==> config.mk <==
export PLATFORM = sky130hd
export DESIGN_NAME = stoch_reservoir_core_flat
export DESIGN_NICKNAME = d
export VERILOG_FILES = /design/src/rtl/stoch_reservoir_pkg.sv /design/src/rtl/stoch_reservoir_if.sv /design/src/rtl/stoch_node.sv /design/src/rtl/stoch_reservoir_core.sv /design/src/flat_wrapper.sv
export SDC_FILE = /design/constraint.sdc
export NUM_CORES = 1
export LEC_CHECK = 0
export BUFFER_PORTS_ARGS = -buffer_cell sky130_fd_sc_hd__buf_4
export CORE_MARGIN = 4
export CORE_UTILIZATION = 34
export DETAILED_ROUTE_END_ITERATION = 10
export PLACE_DENSITY = 0.54
export SYNTH_ARGS = -nofsm -noshare
export SYNTH_HDL_FRONTEND = slang
export SYNTH_HIERARCHICAL = 1
export SYNTH_SLANG_ARGS = --single-unit
export TNS_END_PERCENT = 10
==> constraint.sdc <==
create_clock -name clk -period 7.03 [get_ports clk]
set_input_delay 1.0545 -clock clk [delete_from_list [all_inputs] [get_ports clk]]
set_output_delay 1.0545 -clock clk [all_outputs]
set_load 0.005 [all_outputs]
==> src/rtl/stoch_reservoir_pkg.sv <==
// Shared types and constants for the stochastic reservoir: FSM states,
// Galois LFSR taps per supported word width, and a parameter sanity check.
package stoch_reservoir_pkg;

   typedef enum logic [1:0] {
      IDLE   = 2'd0,
      RUN    = 2'd1,
      UPDATE = 2'd2
   } state_t;

   // Right-shifting Galois taps for maximal-length sequences
   localparam logic [31:0] TAPS_W8  = 32'h0000_00B8;
   localparam logic [31:0] TAPS_W12 = 32'h0000_0E08;
   localparam logic [31:0] TAPS_W16 = 32'h0000_B400;
   localparam logic [31:0] TAPS_W24 = 32'h00E1_0000;
   localparam logic [31:0] TAPS_W32 = 32'hA300_0000;

   function automatic logic [31:0] lfsr_taps(input int w);
      case (w)
         8:       return TAPS_W8;
         12:      return TAPS_W12;
         16:      return TAPS_W16;
         24:      return TAPS_W24;
         32:      return TAPS_W32;
         default: return 32'h0;
      endcase
   endfunction

   function automatic bit cfg_ok(input int w, input int win_log2, input int n_nodes);
      return (lfsr_taps(w) != 32'h0) && (win_log2 >= 1) && (win_log2 <= w) && (n_nodes >= 2);
   endfunction

endpackage

==> src/rtl/stoch_reservoir_if.sv <==
// Start/done handshake, step operands and neuron state bus of the reservoir.
interface stoch_reservoir_if #(
   parameter int N_NODES = 20,
   parameter int W       = 16
);
   logic                 start;
   logic                 clear;
   logic [W-1:0]         u_t;
   logic [W-1:0]         r_cfg;
   logic [W-1:0]         v_cfg;
   logic [W-1:0]         seed;
   logic                 busy;
   logic                 done;
   logic [N_NODES*W-1:0] state_out;

   modport master (
      output start, clear, u_t, r_cfg, v_cfg, seed,
      input  busy, done, state_out
   );

   modport slave (
      input  start, clear, u_t, r_cfg, v_cfg, seed,
      output busy, done, state_out
   );
endinterface

==> src/rtl/stoch_node.sv <==
// One reservoir neuron: mixes the shared stream bits into its output bit,
// counts it over the window and rescales the count into its next state.
// Optional leaky integration of the state is enabled by RESERVOIR_LEAK_EN.
module stoch_node
   import stoch_reservoir_pkg::*;
#(
   parameter int W        = 16,
   parameter int WIN_LOG2 = 8
) (
   input  logic         clk,
   input  logic         rst_n,
   input  logic         acc_clr,
   input  logic         acc_en,
   input  logic         upd_en,
   input  logic         x_clr,
   input  logic         u_bit,
   input  logic         r_bit,
   input  logic         vw_bit,
   input  logic         x_prev_bit,
   output logic [W-1:0] x
);

   localparam int                SH   = W - WIN_LOG2;
   localparam logic [WIN_LOG2:0] FULL = {1'b1, {WIN_LOG2{1'b0}}};

   logic [WIN_LOG2:0] acc_q;
   logic [W-1:0]      x_q;
   logic [W-1:0]      acc_w;
   logic [W-1:0]      scaled;
   logic [W-1:0]      x_next;
   logic              b;

   assign b      = r_bit ? (vw_bit & x_prev_bit) : u_bit;
   assign acc_w  = W'(acc_q);
   assign scaled = (acc_q == FULL) ? {W{1'b1}} : (acc_w << SH);

`ifdef RESERVOIR_LEAK_EN
   logic [W:0] leak_sum;
   assign leak_sum = {1'b0, x_q} + {1'b0, scaled};
   assign x_next   = leak_sum[W:1];
`else
   assign x_next   = scaled;
`endif

   // NOTE: non-blocking updates so every node samples its neighbour's pre-edge x.
   // NOTE: acc and x are plain flops, not a RAM, so they take the async reset.
   always_ff @(posedge clk or negedge rst_n) begin
      if (!rst_n) begin
         acc_q <= '0;
         x_q   <= '0;
      end else begin
         if (acc_clr)
            acc_q <= '0;
         else if (acc_en)
            acc_q <= acc_q + {{WIN_LOG2{1'b0}}, b};

         if (x_clr)
            x_q <= '0;
         else if (upd_en)
            x_q <= x_next;
      end
   end

   assign x = x_q;

endmodule

==> src/rtl/stoch_reservoir_core.sv <==
// Stochastic-computing reservoir ring: FSM, window counter, shared LFSR and
// stream comparators; per-neuron state lives in stoch_node. Leak option: RESERVOIR_LEAK_EN.
module stoch_reservoir_core
   import stoch_reservoir_pkg::*;
#(
   parameter int N_NODES  = 20,
   parameter int W        = 16,
   parameter int WIN_LOG2 = 8
) (
   input  logic              clk,
   input  logic              rst_n,
   stoch_reservoir_if.slave  bus
);

   if (!cfg_ok(W, WIN_LOG2, N_NODES)) begin : g_bad_cfg
      $error("stoch_reservoir_core: unsupported W, WIN_LOG2 or N_NODES");
   end

   localparam logic [W-1:0] TAPS = W'(lfsr_taps(W));
   localparam int           Q1   = W / 4;
   localparam int           Q2   = W / 2;
   localparam int           Q3   = (3 * W) / 4;

   state_t              state_q, state_d;
   logic [WIN_LOG2-1:0] cnt_q;
   logic [W-1:0]        lfsr_q;
   logic [W-1:0]        lfsr_next;
   logic [W-1:0]        u_q, r_q, v_q;
   logic                done_q;

   logic                accept;
   logic                clear_x;
   logic                run;
   logic                upd;
   logic [W-1:0]        p0, p1, p2, p3;
   logic                u_bit, r_bit, v_bit;
   logic [N_NODES-1:0]  x_bit;
   logic [W-1:0]        x [N_NODES];

   assign accept  = (state_q == IDLE) && bus.start;
   assign clear_x = (state_q == IDLE) && bus.clear;
   assign run     = (state_q == RUN);
   assign upd     = (state_q == UPDATE);

   // NOTE: defaults first so every path assigns state_d and no latch is inferred.
   always_comb begin
      state_d = state_q;
      case (state_q)
         IDLE:    if (bus.start) state_d = RUN;
         RUN:     if (cnt_q == {WIN_LOG2{1'b1}}) state_d = UPDATE;
         UPDATE:  state_d = IDLE;
         default: state_d = IDLE;
      endcase
   end

   assign lfsr_next = (lfsr_q >> 1) ^ (lfsr_q[0] ? TAPS : {W{1'b0}});

   always_ff @(posedge clk or negedge rst_n) begin
      if (!rst_n) begin
         state_q <= IDLE;
         cnt_q   <= '0;
         lfsr_q  <= {{(W-1){1'b0}}, 1'b1};
         u_q     <= '0;
         r_q     <= '0;
         v_q     <= '0;
         done_q  <= 1'b0;
      end else begin
         state_q <= state_d;
         done_q  <= upd;
         if (accept) begin
            u_q    <= bus.u_t;
            r_q    <= bus.r_cfg;
            v_q    <= bus.v_cfg;
            lfsr_q <= (bus.seed == '0) ? {{(W-1){1'b0}}, 1'b1} : bus.seed;
            cnt_q  <= '0;
         end else if (run) begin
            lfsr_q <= lfsr_next;
            cnt_q  <= cnt_q + 1'b1;
         end
      end
   end

   // Rotated views decorrelate the four streams drawn from one LFSR
   assign p0 = lfsr_q;
   assign p1 = {lfsr_q[W-Q1-1:0], lfsr_q[W-1:W-Q1]};
   assign p2 = {lfsr_q[W-Q2-1:0], lfsr_q[W-1:W-Q2]};
   assign p3 = {lfsr_q[W-Q3-1:0], lfsr_q[W-1:W-Q3]};

   assign u_bit = (p0 <= u_q);
   assign r_bit = (p1 <= r_q);
   assign v_bit = (p2 <= v_q);

   for (genvar k = 0; k < N_NODES; k++) begin : g_node
      localparam int PREV   = (k == 0) ? N_NODES - 1 : k - 1;
      localparam bit VW_INV = (k >= 2) && ((k % 2) == 0);

      assign x_bit[k] = (p3 <= x[k]);

      stoch_node #(
         .W        (W),
         .WIN_LOG2 (WIN_LOG2)
      ) u_node (
         .clk        (clk),
         .rst_n      (rst_n),
         .acc_clr    (accept),
         .acc_en     (run),
         .upd_en     (upd),
         .x_clr      (clear_x),
         .u_bit      (u_bit),
         .r_bit      (r_bit),
         .vw_bit     (VW_INV ? ~v_bit : v_bit),
         .x_prev_bit (x_bit[PREV]),
         .x          (x[k])
      );

      assign bus.state_out[k*W +: W] = x[k];
   end

   assign bus.busy = (state_q != IDLE);
   assign bus.done = done_q;

endmodule
==> src/flat_wrapper.sv <==
// flat-port wrapper written by rule: the top's interface ports become plain ports
module stoch_reservoir_core_flat import stoch_reservoir_pkg::*;
#(
   parameter int N_NODES  = 20,
   parameter int W        = 16,
   parameter int WIN_LOG2 = 8
)
  (clk, rst_n, bus_start, bus_clear, bus_u_t, bus_r_cfg, bus_v_cfg, bus_seed, bus_busy, bus_done, bus_state_out);
  stoch_reservoir_if #(.N_NODES(N_NODES), .W(W)) bus_i ();
  input  logic clk;
  input  logic rst_n;
  input wire logic [$bits(bus_i.start)-1:0] bus_start;
  input wire logic [$bits(bus_i.clear)-1:0] bus_clear;
  input wire logic [$bits(bus_i.u_t)-1:0] bus_u_t;
  input wire logic [$bits(bus_i.r_cfg)-1:0] bus_r_cfg;
  input wire logic [$bits(bus_i.v_cfg)-1:0] bus_v_cfg;
  input wire logic [$bits(bus_i.seed)-1:0] bus_seed;
  output wire logic [$bits(bus_i.busy)-1:0] bus_busy;
  output wire logic [$bits(bus_i.done)-1:0] bus_done;
  output wire logic [$bits(bus_i.state_out)-1:0] bus_state_out;
  assign bus_i.start = bus_start;
  assign bus_i.clear = bus_clear;
  assign bus_i.u_t = bus_u_t;
  assign bus_i.r_cfg = bus_r_cfg;
  assign bus_i.v_cfg = bus_v_cfg;
  assign bus_i.seed = bus_seed;
  assign bus_busy = bus_i.busy;
  assign bus_done = bus_i.done;
  assign bus_state_out = bus_i.state_out;
  stoch_reservoir_core #(.N_NODES(N_NODES), .W(W), .WIN_LOG2(WIN_LOG2)) u_core (.clk(clk), .rst_n(rst_n), .bus(bus_i));
endmodule
==> summary.md <==
| Metric | Value |
|---|---|
| Final ANT Viol Nets | `0` |
| Fin Setup TNS | `0 ns` |
| Buffers and inverters on the worst path | `0` |
| Critical R2R Launch | `u_core/lfsr_q[1]$_DFFE_PN0P_` |
| Layout cell share with drive strength beyond 1 | `15.7%` |
| Die ar. | `0.0942 mm2` |
| Synth Flop Type | `dfrtp_1` |
| # IOs | `390` |
| Vias in the first global route | `approximately 24000` |
| DP Area | `0.0334 mm2` |
| Min-Delay Path Class | `in -> async` |
| RSZ-0062 raised after global routing | `false` |
| Cell family with most CP delay | `compound AO/OA/AOI/OAI gates` |
| Yosys reg bits | `435` |
| P&R area growth vs syn | `15.6%` |
| Register area | `about 0.011 mm2` |
| Synth Area in Simple Gates | `roughly 14%` |
| Port bufs | `about 390` |
| Final setup vio count | `0` |
| All-Layer GR Usage | `between 10% and 20%` |
| Required @ worst endpoint | `between 7 and 8 ns` |
| Slew @ Worst Pin | `1.11 ns` |
| CP Launch Type | `register` |
| Mapped Area | `between 0.03 and 0.04 mm2` |
| HPWL after DPL | `66300 um` |
| Arrival time worst endpoint | `approximately 5.3 ns` |
| GRT Residual Overflow | `0` |
| Area contributors post-synth | `dfrtp_1 36%, ha_1 17%, mux2i_1 6.7%, o21ai_0 5.2%, inv_1 4.8%` |
| Worst Setup Path Type | `reg -> reg` |
| Most frequent cell on the critical path | `ha_1` |
| # fillers | `approximately 8900` |
| Post-DR vias/cell | `approximately 5.2` |
| Multi-input combinational cell area | `around 0.016 mm2` |
| Skew final | `between 0.015 and 0.02 ns` |
| Min cycle time layout | `around 4.7 ns` |
| CTS tree | `done` |
| Clock buffer count from CTS | `53` |
| Syn Nets | `between 3000 and 4000` |
| Synth top area share | `between 30 and 40%` |
| # nets final | `between 4000 and 5000` |
| Power, Total | `~11 mW` |
| DR WL/cell | `between 15 and 20 um` |
| Final-report hold violation count | `0` |
| Initial Util | `between 30% and 40%` |
| Syn Area/Cell | `9.16 um2` |
| Row Count | `between 100 and 150` |
| Crit end category | `register` |
| Drt pass-1 iters | `5` |
| PnR worst setup slack | `~2.3 ns` |
| Final design area excluding fillers | `~0.035 mm2` |
| Number of antenna violations at the first check in global routing | `3` |
| DRC errors left | `0` |
| Drt total wl | `around 94000 um` |
| Placeable Area | `between 0.08 and 0.09 mm2` |
| Slew Viols, Final | `0` |
| Post-CTS Hold Fix Bufs | `0` |
| Post-synth EDFFs | `0` |
| Largest net degree at the start of global routing | `153` |
| Final period util | `67.3%` |
| Post CTS Setup Buffer Count | `0` |
| Max Fanout on Critical Path | `25` |
| Cell Pwr Density | `around 320 mW/mm2` |
| Root buf cell | `clkbuf_16` |
| Synth cell types | `44` |
| Main combinational cell family by area after synthesis | `adder cells` |
| Vias | `about 25000` |
| Ys Warns | `6` |
| R2R Path End | `u_core/g_node[11].u_node/acc_q[6]$_DFFE_PN0P_` |
| Reg2reg setup slack | `between 2 and 2.5 ns` |
| CTS max path bufs | `3` |
| Yosys top cell by area | `dfrtp_1` |
| DP Cell Count | `around 4700` |
| Die width | `around 310 um` |
| Clk_lat worst skew | `a little over 0.6 ns` |
| Worst path cell trace | `ha_1 > nand4_1 > nor2_1 > a221o_1 > o31ai_4 > nand3_1 > o21ai_0 > ha_1 > ha_1 > o2111ai_2 > or3_1 > a21oi_1` |
| Post-CTS sizing | `0` |
| Most frequent cells in the layout | `420 x dfrtp_1, 409 x buf_4, 409 x ha_1` |
| Status | `completed` |
| Reg2Reg Depth | `12` |
| Adder-cell share of the synthesized area | `16.9%` |
| Achievable frequency | `~210 MHz` |
| Slew HR | `roughly 26%` |
| Slowest cell on the critical path | `dfrtp_2` |
| Leak | `about 15 nW` |
| Clk sinks | `435` |
| Register area share after synthesis | `a little over a third` |
| XOR/XNOR Fraction of Synth Area | `~1.8%` |
| Most common cell after layout, fill and taps aside | `dfrtp_1` |
| Final Core Density | `39.7%` |
| Asr flop ratio synth | `100%` |
| MaxCap Viol Count | `0` |
| Max stage delay on crit path | `around 0.99 ns` |
| Synth Area in Compound Gates | `~14%` |
| Die H | `307 um` |
| Mux contribution to synthesized area | `under 10%` |
| Max VDD drop | `0.229 mV` |
| Non-Filler Instances | `between 4000 and 5000` |
| Min Hold Slack | `0.412 ns` |
| H-tree lvl count | `2` |
| First-pass GRT wire length | `about 140000 um` |
| 1st-iter DRT viols | `roughly 1600` |
| Syn Inst Count | `roughly 3300` |
| Clock slew at reported path FFs | `approximately 0.06 ns` |
| Post-Place Setup Slack | `~2.4 ns` |
| Routability cong. | `just over 0.8` |
cells in the mapped netlist (2+ instances only):
master,count
dfrtp_1,434
ha_1,409
inv_1,390
o21ai_0,318
a21oi_1,221
nand2_1,216
mux2i_1,203
nor2_1,189
buf_4,162
nand4_1,129
nand3_1,110
o31ai_1,64
nor4_1,46
or3_1,40
or4_1,40
xor2_1,40
clkbuf_1,28
a221o_1,25
buf_2,25
and2_1,24
nor2b_1,24
xnor2_1,24
a21o_1,23
a21boi_0,22
buf_6,21
nor4b_1,20
o2111ai_2,20
o21ai_2,20
o22ai_1,12
nor3_1,2
where the power goes:
group / switching (mW) / internal (mW) / total, mW
sequential: 0.904 / 2.95 / 3.85
combinational: 2.70 / 1.94 / 4.64
clock: 1.11 / 1.66 / 2.77
total: 4.71 / 6.54 / 11.3
cell families (layout without fill, tap and decap cells):
group / after synthesis / in the layout
adder cells (fa/ha/maj): 409 / 409
buffers and inverters: 629 / 894
flip-flops: 435 / 435
multiplexers: 203 / 203
other: 0 / 2
XOR/XNOR: 64 / 64
AO/OA/AOI/OAI: 731 / 731
AND/OR/NAND/NOR: 844 / 844
per-layer routing:
metal,track usage (%),share of wire (%),vias up
met3,3.37,5.4,131
met2,30.3,44,554
met4,5.40,2.7,4
li1,-,-,12114
met5,0,0.029,-
met1,27.7,48,11943
cell type report:
cell class                 instances  area share, %
multi-input combinational       2251           46.6
timing repair buffer             414           9.01
clock inverter                    16          0.581
clock buffer                      72           4.36
inverter                         392           4.23
antenna                            2         0.0143
sequential                       435           31.1
tap                             1165           4.15
flip-flops by register name, indices dropped and copies added, names as in the netlist:
register,cells
u_core/g_node.u_node/x,180
u_core/r_q,16
u_core/cnt_q,8
u_core/state_q,2
u_core/g_node.u_node/acc_q,180
u_core/bus.done,1
u_core/v_q,16
u_core/lfsr_q,16
u_core/u_q,16
worst reg2reg max path, cell delays in order, from the launching register on:
cell and delay (ns):
dfrtp_2 0.99, ha_1 0.39, nand4_1 0.13, nor2_1 0.05
a221o_1 0.37, o31ai_4 0.96, nand3_1 0.16, o21ai_0 0.34
ha_1 0.33, ha_1 0.20, o2111ai_2 0.19, or3_1 0.40
a21oi_1 0.14
worst max path at each step:
stage	from	end	cells after the start
floorplan	u_core/lfsr_q[10]$_DFFE_PN0P_	u_core/g_node[0].u_node/acc_q[6]$_DFFE_PN0P_	12
global route	u_core/lfsr_q[1]$_DFFE_PN0P_	u_core/g_node[11].u_node/acc_q[6]$_DFFE_PN0P_	12
global placement	u_core/lfsr_q[13]$_DFFE_PN0P_	u_core/g_node[11].u_node/acc_q[8]$_DFFE_PN0P_	13
detailed placement	u_core/lfsr_q[13]$_DFFE_PN0P_	u_core/g_node[11].u_node/acc_q[8]$_DFFE_PN0P_	13
finish	u_core/lfsr_q[1]$_DFFE_PN0P_	u_core/g_node[11].u_node/acc_q[6]$_DFFE_PN0P_	12
CTS	u_core/lfsr_q[1]$_DFFE_PN0P_	u_core/g_node[11].u_node/acc_q[6]$_DFFE_PN0P_	12
No activity file was read; power rests on OpenSTA's default activity.
